File: src/rtl/wb_master_loader_if.sv
`default_nettype none
// ============================================================================
// Module   : wb_master_loader_if
// Purpose  : Wishbone write-bus bundle between the loader and the GPU IO slave.
// Revision : 1.0
// ============================================================================
interface wb_master_loader_if #(
  parameter int WB_WIDTH = 32
);
  logic                CYC_O;
  logic                STB_O;
  logic                WE_O;
  logic                MST_O;
  logic [WB_WIDTH-1:0] ADR_O;
  logic [WB_WIDTH-1:0] DAT_O;
  logic [1:0]          TGA_O;
  logic                ACK_I;

  modport master (
    output CYC_O, STB_O, WE_O, MST_O, ADR_O, DAT_O, TGA_O,
    input  ACK_I
  );

  modport slave (
    input  CYC_O, STB_O, WE_O, MST_O, ADR_O, DAT_O, TGA_O,
    output ACK_I
  );
endinterface
`default_nettype wire

File: src/rtl/wb_master_loader.sv
`default_nettype none
// ============================================================================
// Module   : wb_master_loader
// Purpose  : Replays host {tag, address, data} requests as single Wishbone
//            writes, holding CYC across consecutive same-tag words.
//            Optional ACK timeout enabled by defining WBM_TIMEOUT_EN.
// Revision : 1.0
// ============================================================================
module wb_master_loader #(
  parameter int WB_WIDTH       = 32,
  parameter int FIFO_AW        = 3,
  parameter int TIMEOUT_CYCLES = 255
) (
  input  logic                CLK_I,
  input  logic                RST_I,
  input  logic                iPushValid,
  input  logic [WB_WIDTH-1:0] iPushAddress,
  input  logic [WB_WIDTH-1:0] iPushData,
  input  logic [1:0]          iPushTag,
  output logic                oPushReady,
  output logic [FIFO_AW:0]    oCount,
  output logic                oBusy,
  output logic                oError,
  input  logic                iClearError,
  wb_master_loader_if.master  wb
);

  localparam int DEPTH   = 1 << FIFO_AW;
  localparam int ENTRY_W = 2 * WB_WIDTH + 2;

  typedef enum logic [1:0] {
    S_IDLE = 2'd0,
    S_WAIT = 2'd1,
    S_GAP  = 2'd2
  } state_t;

  // Request FIFO
  logic [ENTRY_W-1:0]  mem_q [DEPTH];
  logic [FIFO_AW-1:0]  wr_ptr_q, wr_ptr_d;
  logic [FIFO_AW-1:0]  rd_ptr_q, rd_ptr_d;
  logic [FIFO_AW:0]    count_q, count_d;
  logic                full, empty, push, pop;
  logic [ENTRY_W-1:0]  head;
  logic [1:0]          head_tag;
  logic [WB_WIDTH-1:0] head_adr;
  logic [WB_WIDTH-1:0] head_dat;

  // Bus-side registers
  state_t              state_q, state_d;
  logic                cyc_q, cyc_d;
  logic                stb_q, stb_d;
  logic [WB_WIDTH-1:0] adr_q, adr_d;
  logic [WB_WIDTH-1:0] dat_q, dat_d;
  logic [1:0]          tga_q, tga_d;

  assign full       = (count_q == (FIFO_AW+1)'(DEPTH));
  assign empty      = (count_q == '0);
  assign push       = iPushValid & ~full;
  assign oPushReady = ~full;
  assign oCount     = count_q;

  assign head     = mem_q[rd_ptr_q];
  assign head_tag = head[ENTRY_W-1 -: 2];
  assign head_adr = head[2*WB_WIDTH-1 -: WB_WIDTH];
  assign head_dat = head[WB_WIDTH-1:0];

  always_ff @(posedge CLK_I) begin
    if (push) begin
      mem_q[wr_ptr_q] <= {iPushTag, iPushAddress, iPushData};
    end
  end

  always_comb begin
    wr_ptr_d = wr_ptr_q;
    rd_ptr_d = rd_ptr_q;
    count_d  = count_q;
    if (push) begin
      wr_ptr_d = wr_ptr_q + FIFO_AW'(1);
    end
    if (pop) begin
      rd_ptr_d = rd_ptr_q + FIFO_AW'(1);
    end
    case ({push, pop})
      2'b10:   count_d = count_q + (FIFO_AW+1)'(1);
      2'b01:   count_d = count_q - (FIFO_AW+1)'(1);
      default: count_d = count_q;
    endcase
  end

`ifdef WBM_TIMEOUT_EN
  localparam int CNT_W = ($clog2(TIMEOUT_CYCLES + 1) > 8) ? $clog2(TIMEOUT_CYCLES + 1) : 8;

  logic [CNT_W-1:0] wait_cnt_q, wait_cnt_d;
  logic             error_q, error_d;
  logic             err_set;

  // A timeout in the same cycle as a clear must win.
  assign error_d = (error_q & ~iClearError) | err_set;
  assign oError  = error_q;

  always_ff @(posedge CLK_I or negedge RST_I) begin
    if (!RST_I) begin
      wait_cnt_q <= '0;
      error_q    <= 1'b0;
    end else begin
      wait_cnt_q <= wait_cnt_d;
      error_q    <= error_d;
    end
  end
`else
  // Constant 0; the reference keeps the timeout-only inputs attached.
  assign oError = iClearError & (TIMEOUT_CYCLES < 0);
`endif

  always_comb begin
    state_d = state_q;
    cyc_d   = cyc_q;
    stb_d   = stb_q;
    adr_d   = adr_q;
    dat_d   = dat_q;
    tga_d   = tga_q;
    pop     = 1'b0;
`ifdef WBM_TIMEOUT_EN
    wait_cnt_d = wait_cnt_q;
    err_set    = 1'b0;
`endif
    case (state_q)
      S_IDLE: begin
        if (!empty) begin
          adr_d   = head_adr;
          dat_d   = head_dat;
          tga_d   = head_tag;
          cyc_d   = 1'b1;
          stb_d   = 1'b1;
          state_d = S_WAIT;
`ifdef WBM_TIMEOUT_EN
          wait_cnt_d = '0;
`endif
        end
      end

      S_WAIT: begin
        if (wb.ACK_I) begin
          pop     = 1'b1;
          stb_d   = 1'b0;
          state_d = S_GAP;
`ifdef WBM_TIMEOUT_EN
        end else if (wait_cnt_q == CNT_W'(TIMEOUT_CYCLES - 1)) begin
          // Give up on this word: drop it and close the cycle.
          pop     = 1'b1;
          stb_d   = 1'b0;
          cyc_d   = 1'b0;
          err_set = 1'b1;
          state_d = S_IDLE;
        end else begin
          wait_cnt_d = wait_cnt_q + CNT_W'(1);
`endif
        end
      end

      S_GAP: begin
        // Same-tag successor continues the open cycle; anything else closes it.
        if (!empty && (head_tag == tga_q)) begin
          adr_d   = head_adr;
          dat_d   = head_dat;
          stb_d   = 1'b1;
          state_d = S_WAIT;
`ifdef WBM_TIMEOUT_EN
          wait_cnt_d = '0;
`endif
        end else begin
          cyc_d   = 1'b0;
          state_d = S_IDLE;
        end
      end

      default: begin
        cyc_d   = 1'b0;
        stb_d   = 1'b0;
        state_d = S_IDLE;
      end
    endcase
  end

  always_ff @(posedge CLK_I or negedge RST_I) begin
    if (!RST_I) begin
      wr_ptr_q <= '0;
      rd_ptr_q <= '0;
      count_q  <= '0;
      state_q  <= S_IDLE;
      cyc_q    <= 1'b0;
      stb_q    <= 1'b0;
      adr_q    <= '0;
      dat_q    <= '0;
      tga_q    <= '0;
    end else begin
      wr_ptr_q <= wr_ptr_d;
      rd_ptr_q <= rd_ptr_d;
      count_q  <= count_d;
      state_q  <= state_d;
      cyc_q    <= cyc_d;
      stb_q    <= stb_d;
      adr_q    <= adr_d;
      dat_q    <= dat_d;
      tga_q    <= tga_d;
    end
  end

  assign wb.CYC_O = cyc_q;
  assign wb.STB_O = stb_q;
  assign wb.WE_O  = cyc_q;
  assign wb.MST_O = cyc_q;
  assign wb.ADR_O = adr_q;
  assign wb.DAT_O = dat_q;
  assign wb.TGA_O = tga_q;

  assign oBusy = ~empty | cyc_q;

endmodule
`default_nettype wire
File: src/flat_wrapper.sv
// flat-port wrapper written by rule: the top's interface ports become plain ports
module wb_master_loader_flat 
#(
  parameter int WB_WIDTH       = 32,
  parameter int FIFO_AW        = 3,
  parameter int TIMEOUT_CYCLES = 255
)
  (CLK_I, RST_I, iPushValid, iPushAddress, iPushData, iPushTag, oPushReady, oCount, oBusy, oError, iClearError, wb_CYC_O, wb_STB_O, wb_WE_O, wb_MST_O, wb_ADR_O, wb_DAT_O, wb_TGA_O, wb_ACK_I);
  wb_master_loader_if #(.WB_WIDTH(WB_WIDTH)) wb_i ();
  input  logic CLK_I;
  input  logic RST_I;
  input  logic iPushValid;
  input  logic [WB_WIDTH-1:0] iPushAddress;
  input  logic [WB_WIDTH-1:0] iPushData;
  input  logic [1:0] iPushTag;
  output logic oPushReady;
  output logic [FIFO_AW:0] oCount;
  output logic oBusy;
  output logic oError;
  input  logic iClearError;
  output wire logic [$bits(wb_i.CYC_O)-1:0] wb_CYC_O;
  output wire logic [$bits(wb_i.STB_O)-1:0] wb_STB_O;
  output wire logic [$bits(wb_i.WE_O)-1:0] wb_WE_O;
  output wire logic [$bits(wb_i.MST_O)-1:0] wb_MST_O;
  output wire logic [$bits(wb_i.ADR_O)-1:0] wb_ADR_O;
  output wire logic [$bits(wb_i.DAT_O)-1:0] wb_DAT_O;
  output wire logic [$bits(wb_i.TGA_O)-1:0] wb_TGA_O;
  input wire logic [$bits(wb_i.ACK_I)-1:0] wb_ACK_I;
  assign wb_CYC_O = wb_i.CYC_O;
  assign wb_STB_O = wb_i.STB_O;
  assign wb_WE_O = wb_i.WE_O;
  assign wb_MST_O = wb_i.MST_O;
  assign wb_ADR_O = wb_i.ADR_O;
  assign wb_DAT_O = wb_i.DAT_O;
  assign wb_TGA_O = wb_i.TGA_O;
  assign wb_i.ACK_I = wb_ACK_I;
  wb_master_loader #(.WB_WIDTH(WB_WIDTH), .FIFO_AW(FIFO_AW), .TIMEOUT_CYCLES(TIMEOUT_CYCLES)) u_core (.CLK_I(CLK_I), .RST_I(RST_I), .iPushValid(iPushValid), .iPushAddress(iPushAddress), .iPushData(iPushData), .iPushTag(iPushTag), .oPushReady(oPushReady), .oCount(oCount), .oBusy(oBusy), .oError(oError), .iClearError(iClearError), .wb(wb_i));
endmodule
File: config.mk
export PLATFORM = sky130hd
export DESIGN_NAME = wb_master_loader_flat
export DESIGN_NICKNAME = d
export VERILOG_FILES = /design/src/rtl/wb_master_loader_if.sv /design/src/rtl/wb_master_loader.sv /design/src/flat_wrapper.sv
export SDC_FILE = /design/constraint.sdc
export NUM_CORES = 1
export LEC_CHECK = 0
export ABC_AREA = 0
export ABC_CLOCK_PERIOD_IN_PS = 5700
export BUFFER_PORTS_ARGS = -buffer_cell sky130_fd_sc_hd__buf_2
export CORE_MARGIN = 10
export CORE_UTILIZATION = 54
export DETAILED_ROUTE_END_ITERATION = 6
export PLACE_DENSITY = 0.78
export SLEW_MARGIN = 15
export SYNTH_ARGS = -nofsm -noshare
export SYNTH_HDL_FRONTEND = slang
export SYNTH_SLANG_ARGS = --single-unit
export TNS_END_PERCENT = 5
File: constraint.sdc
create_clock -name CLK_I -period 5.7 [get_ports CLK_I]
set_input_delay 1.14 -clock CLK_I [delete_from_list [all_inputs] [get_ports CLK_I]]
set_output_delay 1.14 -clock CLK_I [all_outputs]
set_load 0.05 [all_outputs]
==> impl_metrics.yaml <==
flow_run:
  drv_cap: 0
power_and_ir_drop:
  p_int_mw: 10.4
  clkPwrFrac_pct: 24.7
  power_frac_seq_pct: 41.2
  power_mw: 15.3
  net-switching-power_mw: 4.97
  power_density_nw_per_um2: 575
  ir_drop_mv: 0.465
  switching_share_pct: 32.4
  p_leak_nw: 9.24
  comb_power_share_pct: 34.1
worst_setup_path:
  path_cells: "mux2i_1 -> mux4_2 -> xor2_1 -> o21ai_1 -> o21bai_4 -> buf_12 -> mux2_2"
  rr_worst_depth: 7
  cp_top_family: "multiplexers"
  slowest_delay_ns: 1.06
  slowest_stage: "dfrtp_4"
  worst-path-buf-inv: 1
  endpoint_kind: "flip-flop"
  critPathKind: "flip-flop to flip-flop"
  r2r_slack_ns: 2.41
  crit_arrival_ns: 3.78
  r2r-start: "u_core.rd_ptr_q[0]$_DFFE_PN0P_"
  required_ns: 6.19
  critPathLaunchType: "flip-flop"
  crit_fanout: 64
  startpoint: "u_core.rd_ptr_q[0]$_DFFE_PN0P_"
  rr_endpoint: "u_core.wb.DAT_O[10]$_DFFE_PN0P_"
detailed_routing:
  ant_nets: 0
  vias: 10427
  wl_per_cell_um: 24.9
  drc: 0
  drtIter0Drc: 734
  routed_wirelength_um: 45100
  firstDrtPassIters: 6
  viasPerCell: 5.75
min_path:
  hold_end: "u_core.wb.DAT_O[19]$_DFFE_PN0P_"
  min-delay-start: "u_core.wb.DAT_O[19]$_DFFE_PN0P_"
  hp-class: "flip-flop to flip-flop"
  min_delay_path_depth: 1
yosys:
  yosysTopAreaCell: "edfxtp_1"
  synth_ff_type: "edfxtp_1"
  yosysSeqAreaShare_pct: 76.5
  synthCells: 1001
  synth_cell_type_count: 35
  synth_fp_nets: 1077
  synth_area_leaders: "edfxtp_1, mux4_2, dfrtp_1, mux2_4, mux2_2"
  avgSynthCellArea_um2: 23.3
  async_reset_ff_share_pct: 13.2
  syn_area_um2: 23300
  netlist.area_leader.share_pct: 68.0
  ys_warn_count: 0
  ys_ff_latch: 608
  synth-edff-count: 528
die:
  die_area_um2: 51900
  core_area_um2: 42900
  num_rows: 76
  ios: 148
  fp.dieW_um: 228
  die_y_um: 228
  floorplan.initialDensity_pct: 54.4
clock_network:
  htree_levels: 2
  cts_resized: 0
  post_cts_buffers: 0
  cts_hold_buf: 0
  cts_tree: "built"
  clk_pin_slew_ns: 0.06
  clock_latency_ns: 0.61
  numCtsBuffers: 60
  root_buffer: "clkbuf_16"
  clock_path_buffers: 3
  cts.sinks: 608
global_routing:
  grt_pass1_vias: 11316
  grt_pass1_wl_um: 69500
  grt_max_degree: 70
  track_usage_pct: 17.4
  antenna_found_initial: 9
  globalRouteOverflowTotal: 0
timing:
  fin_crit_sh_pct: 57.7
  period_minus_slack_ns: 3.29
  setup_viol: 0
  worst_pin_slew_ns: 1.09
  finalSetupTns_ns: 0
  maxSlewViolCount: 0
  rsz0062_at_grt: "false"
  fin_skew_ns: 0.0190
  maxSlewHeadroom_pct: 27.3
  hold_viol_final: 0
  fmax_mhz: 304
  hold_slack_ns: 0.503
outcome:
  status: "finished clean"
layout:
  syn_to_final_growth_pct: 14.2
  fin_nets: 1254
  layout-drive-gt1-share_pct: 43.4
  final_cell_area_um2: 26700
  num-fill-cells: 2877
  instances_no_fill: 1814
placement:
  dpl-instance-area_um2: 24700
  dp_cells: 1701
  place_congestion: 0.743
  hpwl_um: 24200
  port_buffers: 145
## area by class of cell
class                      count  area, um2  share of cell area, %
antenna                        2       5.00                 0.0188
clock buffer                  77       1630                   6.10
clock inverter                34        284                   1.07
inverter                       5       18.8                 0.0704
multi-input combinational    338       5190                   19.5
sequential                   608      17900                   67.0
tap                          585        732                   2.75
timing repair buffer         165        928                   3.48
## metrics by stage
| step | utilization (%) | setup slack (ns) |
|---|---|---|
| floorplan | - | -0.985 |
| global placement | 57.7 | 2.24 |
| detailed placement | 57.7 | 2.24 |
| finish | 62.2 | 2.41 |
| CTS | 62.1 | 2.32 |
| global route | 62.2 | 2.15 |
## registers in the layout (all words and copies together) (netlist names)
signal           count
u_core.mem_q       528
u_core.wb.ADR_O     32
u_core.wb.DAT_O     32
u_core.oCount        4
u_core.rd_ptr_q      3
u_core.wr_ptr_q      3
u_core.state_q       2
u_core.wb.TGA_O      2
u_core.wb.CYC_O      1
u_core.wb.STB_O      1
## metal layers
metal  track usage, %  vias up  wire (um)  share of wire (%)
li1                 -     4493          -                  -
met1             22.8     5534      19000                 42
met2             29.0      319      22800                 50
met3             3.67       67       2520                5.6
met4             4.98       14        789                1.7
met5                0        -         75               0.17
## kinds of logic (layout without fill, tap and decap cells)
group                    count (synthesis)  in the layout  share of synthesized area [%]
AO/OA/AOI/OAI                           16             16                          0.424
XOR/XNOR                                10             10                          0.375
adder cells (fa/ha/maj)                  5              5                          0.268
buffers and inverters                   55            281                           1.50
flip-flops                             608            608                           76.5
multiplexers                           269            269                           20.1
other                                    1              3                         0.0161
AND/OR/NAND/NOR                         37             37                          0.751
## power groups by stage
stage | Sequential (mW) | Combinational, mW | Clock [mW]
after floorplan | 7.05 | 3.49 | 0
after global placement | 6.36 | 5.22 | 0
after detailed placement | 6.41 | 5.32 | 0
after CTS | 6.34 | 5.33 | 3.87
after global routing | 6.42 | 5.56 | 4.04
final | 6.32 | 5.23 | 3.78
## layout by cell type (no fill, tap or decap), types with 3 or more instances in the layout
cell type	count
edfxtp_1	528
buf_2	144
mux4_2	129
dfrtp_1	77
mux2_2	72
mux2_4	60
clkbuf_16	60
clkinv_2	18
buf_4	17
clkbuf_1	11
nand2_1	10
mux2i_1	8
clkinv_1	8
xor2_1	7
nor2_4	6
o21ai_0	6
clkbuf_8	6
inv_1	5
ha_1	5
nand3_1	4
nor2_1	4
bufinv_16	4
buf_12	4
a21oi_1	3
xnor2_1	3
o31ai_1	3
dfrtp_4	3
## worst max-delay path by stage
stage | cells after the start | endpoint
after CTS | 7 | u_core.wb.DAT_O[12]$_DFFE_PN0P_
after global placement | 5 | u_core.mem_q[6][47]$_DFFE_PP_
after detailed placement | 5 | u_core.mem_q[6][62]$_DFFE_PP_
after floorplan | 5 | u_core.mem_q[1][0]$_DFFE_PP_
final | 7 | u_core.wb.DAT_O[10]$_DFFE_PN0P_
after global routing | 7 | u_core.wb.DAT_O[12]$_DFFE_PN0P_
## synth_stat cells, types with 2 or more instances
library cell and number:
ha_1 5, inv_1 5, o21ai_0 6, dfrtp_1 80
nand2_1 10, mux4_2 129, edfxtp_1 528, nand2b_1 2
mux2_4 60, nand3b_1 2, or2_2 2, nor2_1 10
and3_1 2, clkbuf_1 25, buf_4 3, o31ai_1 3
buf_1 2, xnor2_1 3, buf_12 6, nand3_1 4
mux2_2 72, buf_2 12, a21oi_1 3, mux2i_1 8
nor3_1 3, xor2_1 7
Power figures use the tool's default switching activity.
